===== src/rtl/divider_pkg.sv =====
// Shared definitions for the signed divider and its BCD readout stage.
package divider_pkg;
  localparam int         WIDTH_DEF  = 8;
  localparam int         DIGITS_DEF = 3;
  localparam int         CNT_W_DEF  = $clog2(WIDTH_DEF);
  localparam logic [3:0] DAB_THRESH = 4'd5;
  localparam logic [3:0] DAB_CORR   = 4'd3;

  typedef enum logic [1:0] {IDLE, SHIFT, DONE, WAIT_LOW} state_t;

  function automatic logic [3:0] dabble(input logic [3:0] n);
    return (n >= DAB_THRESH) ? n + DAB_CORR : n;
  endfunction
endpackage


===== src/rtl/signed_bcd_module_if.sv =====
// Start/Done handshake plus operand and result buses of the signed BCD converter.
interface signed_bcd_module_if #(
  parameter int WIDTH  = 8,
  parameter int DIGITS = 3
);
  logic                  Start_Sig;
  logic [WIDTH-1:0]      Quotient;
  logic [WIDTH-1:0]      Reminder;
  logic                  Done_Sig;
  logic                  Q_Sign;
  logic [4*DIGITS-1:0]   Q_Bcd;
  logic                  R_Sign;
  logic [4*DIGITS-1:0]   R_Bcd;

  modport master (
    output Start_Sig, Quotient, Reminder,
    input  Done_Sig, Q_Sign, Q_Bcd, R_Sign, R_Bcd
  );
  modport slave (
    input  Start_Sig, Quotient, Reminder,
    output Done_Sig, Q_Sign, Q_Bcd, R_Sign, R_Bcd
  );
endinterface


===== src/rtl/signed_bcd_module_dabble_core.sv =====
// One double-dabble lane: captures |operand|, then shifts one bit per enabled clock.
module bcd_dabble_core
  import divider_pkg::*;
#(
  parameter int WIDTH  = WIDTH_DEF,
  parameter int DIGITS = DIGITS_DEF
) (
  input  logic                clk,
  input  logic                rst,
  input  logic                load,
  input  logic                shift,
  input  logic [WIDTH-1:0]    operand,
  output logic [4*DIGITS-1:0] bcd_next
);
  logic [WIDTH-1:0]    mag;
  logic [4*DIGITS-1:0] bcd;
  logic [4*DIGITS-1:0] adj;

  for (genvar d = 0; d < DIGITS; d++) begin : g_nib
    assign adj[4*d +: 4] = dabble(bcd[4*d +: 4]);
  end

  // Exposed combinationally so the parent can load the result on the final shift edge.
  assign bcd_next = {adj[4*DIGITS-2:0], mag[WIDTH-1]};

  always_ff @(posedge clk or posedge rst) begin
    if (rst) begin
      mag <= '0;
      bcd <= '0;
    end else if (load) begin
      mag <= operand[WIDTH-1] ? (~operand + 1'b1) : operand;
      bcd <= '0;
    end else if (shift) begin
      bcd <= bcd_next;
      mag <= {mag[WIDTH-2:0], 1'b0};
    end
  end
endmodule


===== src/rtl/signed_bcd_module.sv =====
// Converts the divider's signed quotient/remainder to sign + BCD magnitude, one bit per clock.
module signed_bcd_module
  import divider_pkg::*;
#(
  parameter int WIDTH  = WIDTH_DEF,
  parameter int DIGITS = DIGITS_DEF
) (
  input  logic               CLK,
  input  logic               RST,
  signed_bcd_module_if.slave bus
);
  localparam int               CNT_W = $clog2(WIDTH);
  localparam logic [CNT_W-1:0] LAST  = CNT_W'(WIDTH - 1);

  state_t              state, state_nx;
  logic [CNT_W-1:0]    cnt;
  logic                load, shift, finish;
  logic                q_sgn, r_sgn;
  logic [4*DIGITS-1:0] q_nx, r_nx;
  logic                done_r, q_sign_r, r_sign_r;
  logic [4*DIGITS-1:0] q_bcd_r, r_bcd_r;

  always_comb begin
    state_nx = state;
    load     = 1'b0;
    shift    = 1'b0;
    finish   = 1'b0;
    case (state)
      IDLE:
        if (bus.Start_Sig) begin
          load     = 1'b1;
          state_nx = SHIFT;
        end
      SHIFT: begin
        shift = 1'b1;
        if (cnt == LAST) begin
          finish   = 1'b1;
          state_nx = DONE;
        end
      end
      // A master still holding Start here has not yet reacted to Done; park until it lets go.
      DONE:     state_nx = bus.Start_Sig ? WAIT_LOW : IDLE;
      WAIT_LOW: if (!bus.Start_Sig) state_nx = IDLE;
      default:  state_nx = IDLE;
    endcase
  end

  always_ff @(posedge CLK or posedge RST) begin
    if (RST) state <= IDLE;
    else     state <= state_nx;
  end

  always_ff @(posedge CLK or posedge RST) begin
    if (RST) begin
      cnt   <= '0;
      q_sgn <= 1'b0;
      r_sgn <= 1'b0;
    end else if (load) begin
      cnt   <= '0;
      q_sgn <= bus.Quotient[WIDTH-1];
      r_sgn <= bus.Reminder[WIDTH-1];
    end else if (shift) begin
      cnt <= cnt + 1'b1;
    end
  end

  bcd_dabble_core #(.WIDTH(WIDTH), .DIGITS(DIGITS)) u_q (
    .clk(CLK), .rst(RST), .load(load), .shift(shift),
    .operand(bus.Quotient), .bcd_next(q_nx)
  );

  bcd_dabble_core #(.WIDTH(WIDTH), .DIGITS(DIGITS)) u_r (
    .clk(CLK), .rst(RST), .load(load), .shift(shift),
    .operand(bus.Reminder), .bcd_next(r_nx)
  );

  always_ff @(posedge CLK or posedge RST) begin
    if (RST) begin
      done_r   <= 1'b0;
      q_sign_r <= 1'b0;
      r_sign_r <= 1'b0;
      q_bcd_r  <= '0;
      r_bcd_r  <= '0;
    end else begin
      done_r <= finish;
      if (finish) begin
        q_sign_r <= q_sgn;
        r_sign_r <= r_sgn;
        q_bcd_r  <= q_nx;
        r_bcd_r  <= r_nx;
      end
    end
  end

  assign bus.Done_Sig = done_r;
  assign bus.Q_Sign   = q_sign_r;
  assign bus.R_Sign   = r_sign_r;
  assign bus.Q_Bcd    = q_bcd_r;
  assign bus.R_Bcd    = r_bcd_r;
endmodule


===== src/flat_wrapper.sv =====
// flat-port wrapper written by rule: the top's interface ports become plain ports
module signed_bcd_module_flat import divider_pkg::*;
#(
  parameter int WIDTH  = WIDTH_DEF,
  parameter int DIGITS = DIGITS_DEF
)
  (CLK, RST, bus_Start_Sig, bus_Quotient, bus_Reminder, bus_Done_Sig, bus_Q_Sign, bus_Q_Bcd, bus_R_Sign, bus_R_Bcd);
  signed_bcd_module_if #(.WIDTH(WIDTH), .DIGITS(DIGITS)) bus_i ();
  input  logic CLK;
  input  logic RST;
  input wire logic [$bits(bus_i.Start_Sig)-1:0] bus_Start_Sig;
  input wire logic [$bits(bus_i.Quotient)-1:0] bus_Quotient;
  input wire logic [$bits(bus_i.Reminder)-1:0] bus_Reminder;
  output wire logic [$bits(bus_i.Done_Sig)-1:0] bus_Done_Sig;
  output wire logic [$bits(bus_i.Q_Sign)-1:0] bus_Q_Sign;
  output wire logic [$bits(bus_i.Q_Bcd)-1:0] bus_Q_Bcd;
  output wire logic [$bits(bus_i.R_Sign)-1:0] bus_R_Sign;
  output wire logic [$bits(bus_i.R_Bcd)-1:0] bus_R_Bcd;
  assign bus_i.Start_Sig = bus_Start_Sig;
  assign bus_i.Quotient = bus_Quotient;
  assign bus_i.Reminder = bus_Reminder;
  assign bus_Done_Sig = bus_i.Done_Sig;
  assign bus_Q_Sign = bus_i.Q_Sign;
  assign bus_Q_Bcd = bus_i.Q_Bcd;
  assign bus_R_Sign = bus_i.R_Sign;
  assign bus_R_Bcd = bus_i.R_Bcd;
  signed_bcd_module #(.WIDTH(WIDTH), .DIGITS(DIGITS)) u_core (.CLK(CLK), .RST(RST), .bus(bus_i));
endmodule

===== config.mk =====
export PLATFORM = sky130hd
export DESIGN_NAME = signed_bcd_module_flat
export DESIGN_NICKNAME = d
export VERILOG_FILES = /design/src/rtl/divider_pkg.sv /design/src/rtl/signed_bcd_module_if.sv /design/src/rtl/signed_bcd_module_dabble_core.sv /design/src/rtl/signed_bcd_module.sv /design/src/flat_wrapper.sv
export SDC_FILE = /design/constraint.sdc
export NUM_CORES = 1
export LEC_CHECK = 0
export CAP_MARGIN = 40
export CORE_MARGIN = 5
export CORE_UTILIZATION = 35
export CTS_CLUSTER_SIZE = 25
export DETAILED_ROUTE_END_ITERATION = 10
export GPL_ROUTABILITY_DRIVEN = 0
export SLEW_MARGIN = 20
export SYNTH_ARGS = -nofsm -noshare
export SYNTH_HDL_FRONTEND = slang
export SYNTH_SLANG_ARGS = --single-unit

===== constraint.sdc =====
create_clock -name CLK -period 1.95 [get_ports CLK]
set_input_delay 0.195 -clock CLK [delete_from_list [all_inputs] [get_ports CLK]]
set_output_delay 0.195 -clock CLK [all_outputs]
set_load 0.01 [all_outputs]

# Word-level counts from Yosys, hierarchy flattened
# Index checks and enable logic that the tools add are counted.
# op_classes
add_sub_neg	9
order_cmp	6
eq_ne	7
n_mux	28
bitwise_logic	2
n_reduce_logical	3
# op_table
op	n
$mux 12	4
$mux 8	6
$ge 4x3->1 const B	6
$add 4x2->4 const B	4
$add 8x1->8 const B	2
$mux 4	4
$not 8->8	2
$mux 3	4
$mux 2	4
$pmux 2 s4	1
$add 3x2->3 const B	2
$mux 1	5
$eq 2x2->1 const B	2
$ne 2x2->1 const B	2
$add 3x1->3 const B	1
$eq 3x3->1 const B	1
$reduce_and 3->1	1
$eq 2x1->1 const B	1
$logic_not 2->1	1
$ne 2x1->1 const B	1
$reduce_bool 2->1	1
# totals
regBits	74
input_bits	19
output_inout_bits	27

# Longest topological paths before layout
# Gate-level depths: netlist of the first run.
# depth
depth_word	4
mapped_depth	6
mapped_depth_nobuf	6

# By module
# Synthesis of the first run repeated with hierarchy kept, for this count alone.
# unflattened
hier_cells	383
hier_area_um2	4057.6
# by_module_without_submodules
module	instances	cells_each	area_each_um2	seq_area_each_um2
bcd_dabble_core	2	152	1357.6	500.5
signed_bcd_module	1	79	1342.5	850.8

# Worst setup path before layout of the first run
# Ideal clock, no wire load.
# synth_path
path_kind	register to register
from	register u_core.u_r.bcd[4]
to	register u_core.u_r.bcd[6]
setup_ns	0.083
arrival_time_ns	1.444
slack_ns	0.424
path_stages_with_launch	7
n_path_buf	0
synth_period_minus_slack_ns	1.526
path_cell_list	dfrtp_1 inv_1 ha_1 nand2b_1 a21oi_1 mux2_2 o21ai_0
# synth_via
elab_chain_cells	4
# synth_rtl
element	line	rtl
start, declared	signed_bcd_module_dabble_core.sv:16	logic [4*DIGITS-1:0] bcd;
start signal, assigned	signed_bcd_module_dabble_core.sv:34	bcd <= bcd_next;
$add 4x2->4 or $ge 4x3->1 (tied branches)	divider_pkg.sv:12	return (n >= DAB_THRESH) ? n + DAB_CORR : n;
$mux 4 (*)	divider_pkg.sv:12	
$mux 12 (*)	signed_bcd_module_dabble_core.sv:33	end else if (shift) begin
$mux 12 (*)	signed_bcd_module_dabble_core.sv:30	end else if (load) begin
# Mark *: on every way between the ends. The rest lies on a longest branch, timed or not. The select of a mux whose other input is x is not followed.
# A chain may end at the register's enable or synchronous reset.

# Worst setup path in the final report of the first run
# layout_path
from	register u_core.u_q.bcd[4]
to	register u_core.u_q.bcd[6]
# layout_via
elab_chain_cells	4
# layout_rtl
element	line
start, declared	signed_bcd_module_dabble_core.sv:16
start signal, assigned	signed_bcd_module_dabble_core.sv:34
$add 4x2->4 or $ge 4x3->1 (tied branches)	divider_pkg.sv:12
$mux 4 (*)	divider_pkg.sv:12
$mux 12 (*)	signed_bcd_module_dabble_core.sv:33
$mux 12 (*)	signed_bcd_module_dabble_core.sv:30
# Marks and branches as above.

==> metrics.log, run 1 <==
INFO  metric clk_pin_slew = 0.08 ns
INFO  metric effective_utilization_at_floorplan = 0.354
INFO  metric route.vias.total = about 2,800
INFO  metric timing.max_cap.violations = 0
INFO  metric top_layer_used = met4
INFO  metric remaining_drc_errors = 0
INFO  metric leakagePower = about 1.9 nW
INFO  metric mappedNetlistNets = 405
INFO  metric dr_vias_cell = 4.97
INFO  metric detailedRoute.firstPassIterationCount = 4
INFO  metric grt_start_max_net_pins = between 60 and 70
INFO  metric layout.nets = 456
INFO  metric post_synth_instance_area = between 3000 and 4000 sq um
INFO  metric postCtsSetupBuffers = 0
INFO  metric placement_rows = 37
INFO  metric core_area = 10,200 sq um
INFO  metric global_router_s_overall_resource_usage = 0.130
INFO  metric i_o_pins = 46
INFO  metric antenna-diode-count = 0
INFO  metric syn-instance-count = 370
INFO  metric run_status = finished, final reports clean
INFO  metric wire_per_inst = 13.6 um
INFO  metric final_hold_fails = 0
INFO  metric cts_root_buffer = clkbuf_8
INFO  metric critical_path_required = between 2 and 2.5 ns
INFO  metric total_power_density_per_cell_area = 1580 nW/um^2
INFO  metric drt-total-wl = 7620 um
INFO  metric worst_slew_margin_rel = 0.777
INFO  metric gr-total-overflow = 0
INFO  metric detailroute.wirelength.met3 = 256 um
INFO  metric synthDistinctLibCells = 38
INFO  metric cts_tree = done
INFO  metric worstPathMaxFanout = 4
INFO  metric ctsHtreeMaxLevel = 3
INFO  metric max_freq = 0.587 GHz
INFO  metric ant_nets = 0
INFO  metric final.setup_skew = 0.00545 ns
INFO  metric grt_pass1_vias = slightly below 3,000
INFO  metric end_kind = flip-flop
INFO  metric vertical_extent_of_the_die = 111 um
INFO  metric clock_tree.buffer_depth = 2
INFO  metric share_of_the_clock_period_used_by_the_worst_path = 0.873
INFO  metric post_layout_nonfiller_instances = 562
INFO  metric path_class = flip-flop to flip-flop
INFO  metric syn_avg_cell_area = 9.74 sq um
INFO  metric timing.final.crit_period = roughly 1.7 ns
INFO  metric fraction_of_layout_cells_with_a_size_suffix_above_1 = 0.0892
INFO  metric worstHoldPathType = input port to async pin
INFO  metric holdBufCountCts = 0
INFO  metric synth_seq_cells = 74
INFO  metric wl_met2 = 3650 um
INFO  metric met1Wirelength = 3610 um
INFO  metric antenna_found_initial = 0
INFO  metric die_width = 111 um
INFO  metric grt_pass1_wl = about 13,000 um
INFO  metric maxSlewViolCount = 0
INFO  metric ys.warnings.count = 0
INFO  metric final.setup.tns = 0 ns
INFO  metric slew_worst_pin = 0.333 ns
INFO  metric initialDrtViolationCount = around 100
INFO  metric crit_path_start_kind = flip-flop
INFO  metric detailed_place_hpwl = 5450 um
INFO  metric gates_resized_cts_repair = 0
INFO  metric timing.final.setup_violations = 0
INFO  metric rsz0062_at_grt = no
INFO  metric synth-seq-area-share = 0.514
INFO  metric worstSkewPairLatency = 0.35 ns
INFO  metric cts_sink_cnt = 74
INFO  metric place_inst = about 550
INFO  metric cts_buffers = 9
INFO  metric worstPathArrival = slightly below 2 ns
INFO  metric layout-area-overhead-vs-synth = 23.2%
INFO  metric power.ir.vdd_worst = 460 uV
INFO  metric floorplan.die_area = roughly 12,000 sq um
INFO  metric port_buffers = 45
## worst max-delay path: stages, from the launching register on
cell,delay (ns)
dfrtp_1,0.40
inv_1,0.12
ha_1,0.23
nand2b_1,0.09
a21oi_1,0.25
mux2_2,0.38
o21ai_0,0.14
## registers in the layout, summed over array words and instances (netlist names)
register,flops
u_core.bus.R_Bcd,12
u_core.r_sgn,1
u_core.u_r.bcd,12
u_core.u_q.bcd,12
u_core.cnt,3
u_core.bus.Done_Sig,1
u_core.u_r.mag,8
u_core.bus.Q_Sign,1
u_core.bus.R_Sign,1
u_core.u_q.mag,8
u_core.bus.Q_Bcd,12
u_core.state,2
u_core.q_sgn,1
## kinds of logic after synthesis
| logic type | after synthesis | share of synthesized area |
|---|---|---|
| AND/OR/NAND/NOR | 109 | 0.142 |
| AO/OA/AOI/OAI | 107 | 0.170 |
| buffers and inverters | 37 | 0.0444 |
| flip-flops | 74 | 0.514 |
| adder cells (fa/ha/maj) | 16 | 0.0556 |
| multiplexers | 11 | 0.0351 |
| XOR/XNOR | 16 | 0.0389 |
## where the power goes
part / internal (mW) / switching (mW) / total, mW
clock network: 0.564 / 0.550 / 1.11
registers: 2.20 / 0.442 / 2.64
logic: 1.54 / 1.71 / 3.25
## cell usage after synthesis, drive strengths merged
cell type	number	area share
o31ai	7	0.015
nand2	61	0.066
a2bb2oi	5	0.012
mux2	10	0.032
clkinv	1	0.0010
xor2	6	0.015
a32oi	1	0.0024
a31oi	2	0.0035
dfrtp	74	0.51
inv	19	0.020
a22oi	7	0.015
o22ai	11	0.019
a21oi	17	0.024
mux2i	1	0.0028
nand4	1	0.0017
nor3b	8	0.017
nand2b	9	0.016
xnor2	10	0.024
and2b	1	0.0021
nand3	2	0.0028
or3	2	0.0035
ha	16	0.056
clkbuf	7	0.0073
buf	10	0.016
nor2	11	0.011
nor2b	2	0.0035
a21boi	1	0.0021
nor3	8	0.011
and2	1	0.0017
o21ai	55	0.076
and3	2	0.0035
or3b	1	0.0024
o21bai	1	0.0021
## per-stage QoR
step / instance area (sq um) / power (mW) / hold slack [ns] / utilization / worst slack, ns
5_1_grt: 4440 / 7.64 / 0.178 / 0.436 / 0.0574
3_3_place_gp: 4260 / 5.86 / 0.463 / 0.418 / 0.137
2_1_floorplan: 3610 / 4.76 / 0.312 / - / 0.424
3_5_place_dp: 4260 / 5.98 / 0.469 / 0.418 / 0.0823
6_report: 4440 / 7.01 / 0.155 / 0.436 / 0.247
4_1_cts: 4440 / 7.11 / 0.154 / 0.436 / 0.241
## cell usage in the layout, fill, tap and decap left out, types with 2 or more instances in the layout
cell type        instances
nor2b_1                  2
dfrtp_1                 74
o22ai_1                 11
or3_1                    2
nand3_1                  2
inv_1                   18
clkdlybuf4s50_1         45
nand2b_1                 9
buf_12                   2
buf_4                   10
a22oi_1                  7
mux2_2                   9
clkinv_2                 2
and3_1                   2
clkbuf_8                12
nor2_1                  11
nand2_1                 60
xor2_1                   6
nor3_1                   8
a31oi_1                  2
xnor2_1                 10
clkbuf_1                 2
a21oi_1                 17
a2bb2oi_1                5
o21ai_0                 54
nor3b_1                  8
o31ai_1                  7
ha_1                    16
## worst paths after layout
kind	slack (ns)	start	endpoint	cells past startpoint
hold reg to reg	0.48	u_core.bus.Q_Bcd[5]	u_core.bus.Q_Bcd[5]	2
setup reg to reg	0.25	u_core.u_q.bcd[4]	u_core.u_q.bcd[6]	6
setup / recovery	0.25	u_core.u_q.bcd[4]	u_core.u_q.bcd[6]	6
hold / removal	0.16	RST	u_core.bus.R_Bcd[3]	2
min in group CLK	0.48	u_core.bus.Q_Bcd[5]	u_core.bus.Q_Bcd[5]	2
max in group asynchronous	1.18	RST	u_core.bus.Q_Bcd[2]	3
## per-layer routing
metal	vias up	track usage
li1	1387	-
met1	1346	0.164
met2	52	0.218
met3	10	0.0326
met4	0	0.0462
met5	-	0
## cell type report
cell class                      instances  area, sq um
Inverter                               20         78.8
Sequential cell                        74         1850
Multi-Input combinational cell        259         1590
Tap cell                              136          170
Timing Repair Buffer                   57          566
Clock inverter                          2         10.0
Fill cell                            1019         5740
Clock buffer                           14          173
(Power assumes the default switching activity.)
==> run 2: changes to the inputs <==
==> constraint.sdc (replaced) <==
create_clock -name CLK -period 1.4 [get_ports CLK]
set_input_delay 0.14 -clock CLK [delete_from_list [all_inputs] [get_ports CLK]]
set_output_delay 0.14 -clock CLK [all_outputs]
set_load 0.01 [all_outputs]
==> run 2 against run 1 <==
The flow now finishes with violations (negative setup slack). Critical path depth shrank 1. Fmax grew 19%. Die area is the same. Non-clock buffer count grew 67. Via count grew 8.7%. Wire length grew 18%. Final cell count grew 12%. Clock skew grew 0.0014 ns. Global-route usage grew 2.0 points. Sequential share of layout area shrank 8.5 points. Highest routed layer unchanged. Combinational power grew 120%.
==> metrics.log, run 2 (same netlist as run 1, synthesis figures left out) <==
INFO  metric run_status = finished, violations left
INFO  metric violations = negative setup slack
INFO  metric antenna-diode-count = 0
INFO  metric max_freq = 0.699 GHz
INFO  metric grt_start_max_net_pins = 25
INFO  metric worst_path_dominant_cell_family = flip-flops
INFO  metric fraction_of_layout_cells_with_a_size_suffix_above_1 = 0.357
INFO  metric end_kind = flip-flop
INFO  metric drt-total-wl = 8980 um
INFO  metric critical_path_buffers_and_inverters = 0
INFO  metric critical_path.max_stage_delay = around 0.42 ns
INFO  metric met2_usage = 0.250
INFO  metric total_power_density_per_cell_area = 2280 nW/um^2
INFO  metric place_inst = 601
INFO  metric num-fill-cells = 927
INFO  metric r2r-end = u_core.u_r.bcd[2]
INFO  metric part_of_the_power_in_registers = 0.298
INFO  metric core_area = 10,200 sq um
INFO  metric grt_pass1_wl = 15,300 um
INFO  metric grt_busiest_layer = met2
INFO  metric worstSkewPairLatency = about 0.35 ns
INFO  metric remaining_drc_errors = 0
INFO  metric vertical_extent_of_the_die = roughly 110 um
INFO  metric postLayoutSetupSlackWorst = -0.0313 ns
INFO  metric commonest_non_fill_non_tap_cells_in_the_layout = dfrtp_1, buf_4, nand2_1
INFO  metric final_hold_fails = 0
INFO  metric grt.met3_usage = 0.0397
INFO  metric global_router_s_overall_resource_usage = 0.150
INFO  metric dr_vias_cell = a little under 5
INFO  metric worstHoldPathType = input port to async pin
INFO  metric cts_buffers = 9
INFO  metric power.ir.vdd_worst = about 740 uV
INFO  metric path_class = flip-flop to flip-flop
INFO  metric die_width = 111 um
INFO  metric initialDrtViolationCount = 66
INFO  metric cts_tree = done
INFO  metric placement_rows = 37
INFO  metric leakagePower = 2.70 nW
INFO  metric detailedRoute.firstPassIterationCount = 4
INFO  metric power.share.clock = 0.135
INFO  metric layout.nets = 523
INFO  metric maxSlewViolCount = 0
INFO  metric worstPathArrival = 1.70 ns
INFO  metric dpl-instance-area = between 4000 and 5000 sq um
INFO  metric critical_path_required = 1.67 ns
INFO  metric i_o_pins = 46
INFO  metric antenna_found_initial = 0
INFO  metric timing.reg2reg.worst_path_depth = 5
INFO  metric rsz0062_at_grt = yes
INFO  metric crit_path_start_kind = flip-flop
INFO  metric gr-total-overflow = 0
INFO  metric postLayoutCellArea = 5580 sq um
INFO  metric timing.final.crit_period = between 1 and 1.5 ns
INFO  metric timing.final.setup_violations = 8
INFO  metric p_comb_frac = 0.567
INFO  metric reg2reg_setup_slack = -0.03 ns
INFO  metric power.internal = 7.88 mW
INFO  metric worstPathMaxFanout = 3
INFO  metric mostFrequentLayoutCell = dfrtp_1
INFO  metric cts_root_buffer = clkbuf_8
INFO  metric clk_pin_slew = ~0.08 ns
INFO  metric post_layout_nonfiller_instances = 629
INFO  metric port_buffers = 45
INFO  metric slew_worst_pin = between 0.4 and 0.5 ns
INFO  metric gr-usage-met1 = 0.191
INFO  metric ctsHtreeMaxLevel = 3
INFO  metric power.share.switching = 0.381
INFO  metric share_of_the_clock_period_used_by_the_worst_path = 1.02
INFO  metric total_switching_power = 4.85 mW
INFO  metric clock_tree.buffer_depth = 2
INFO  metric route.vias.total = 3,037
INFO  metric final.setup_skew = 0.00688 ns
INFO  metric effective_utilization_at_floorplan = 0.354
INFO  metric cts_sink_cnt = 74
INFO  metric wire_per_inst = 14.3 um
INFO  metric ant_nets = 0
INFO  metric floorplan.die_area = 12,400 sq um
INFO  metric detailed_place_hpwl = roughly 6200 um
INFO  metric slowest_cp_cell = dfrtp_1
INFO  metric timing.max_cap.violations = 0
INFO  metric layout-area-overhead-vs-synth = 54.7%
INFO  metric crit-reg2reg-launch = u_core.u_r.bcd[0]
INFO  metric worst_slew_margin_rel = 0.716
INFO  metric final_core_util = 0.547
INFO  metric grt_pass1_vias = approximately 3,300
INFO  metric crit_chain = ha_2, nand2b_4, a21oi_4, mux2_4, o21ai_2
-- run 2: cell types whose count changed in the layout (fill, tap and decap cells not counted), sizes merged --
cell           delta
clkdlybuf4s50    -28
clkinv            -1
dlygate4sd2       +8
bufinv            +1
buf              +67
dlymetal6s2s     +20
-- run 2: worst max-delay path by stage --
stage                            startpoint  depth (start not counted)             endpoint  slack, ns
after floorplan           u_core.u_r.bcd[0]                          5  u_core.bus.R_Bcd[2]      0.003
after global placement      bus_Reminder[0]                          7    u_core.u_r.mag[6]      -0.36
after detailed placement    bus_Reminder[0]                          7    u_core.u_r.mag[6]      -0.40
after CTS                 u_core.u_r.bcd[4]                          5    u_core.u_r.bcd[6]      -0.05
after global routing      u_core.u_r.bcd[4]                          5    u_core.u_r.bcd[6]       -0.1
final                     u_core.u_r.bcd[0]                          5    u_core.u_r.bcd[2]      -0.03
-- run 2: metal layers --
layer / wire (um) / part of all wire / vias up
li1: - / - / 1521
met1: 4150 / 0.46 / 1460
met2: 4420 / 0.49 / 45
met3: 277 / 0.031 / 11
met4: 134 / 0.015 / 0
met5: 0 / 0 / -
-- run 2: layout make-up --
type / count / area [sq um] / share of cell area
Inverter: 20 / 81.3 / 0.0146
Tap cell: 136 / 170 / 0.0305
Clock buffer: 14 / 163 / 0.0292
Sequential cell: 74 / 1850 / 0.332
Multi-Input combinational cell: 259 / 2050 / 0.368
Clock inverter: 2 / 35.0 / 0.00628
Timing Repair Buffer: 124 / 1220 / 0.219
-- run 2: timing repair --
item / in CTS / in global routing
setup endpoints to repair: 44 / 76
pin swaps: 20 / 17
setup buffers: 3 / 8
gates cloned: 0 / 1
resized for setup: 61 / 80
hold buffers: 0 / 0
-- run 2: through the flow --
stage | power [mW] | setup TNS (ns) | hold WS, ns | worst slack (ns)
floorplan | 6.93 | 0 | 0.257 | 0.00340
global placement | 9.26 | -4.54 | 0.460 | -0.360
detailed placement | 9.47 | -6.05 | 0.469 | -0.404
CTS | 12.0 | -0.246 | 0.115 | -0.0524
global route | 13.7 | -1.03 | 0.132 | -0.0960
finish | 12.7 | -0.117 | 0.117 | -0.0313
-- run 2: power by group through the flow --
stage | sequential (mW) | clock (mW) | combinational [mW]
floorplan | 3.77 | 0 | 3.16
global placement | 3.71 | 0 | 5.55
detailed placement | 3.74 | 0 | 5.73
CTS | 3.77 | 1.75 | 6.44
global route | 3.93 | 1.85 | 7.96
finish | 3.80 | 1.72 | 7.22
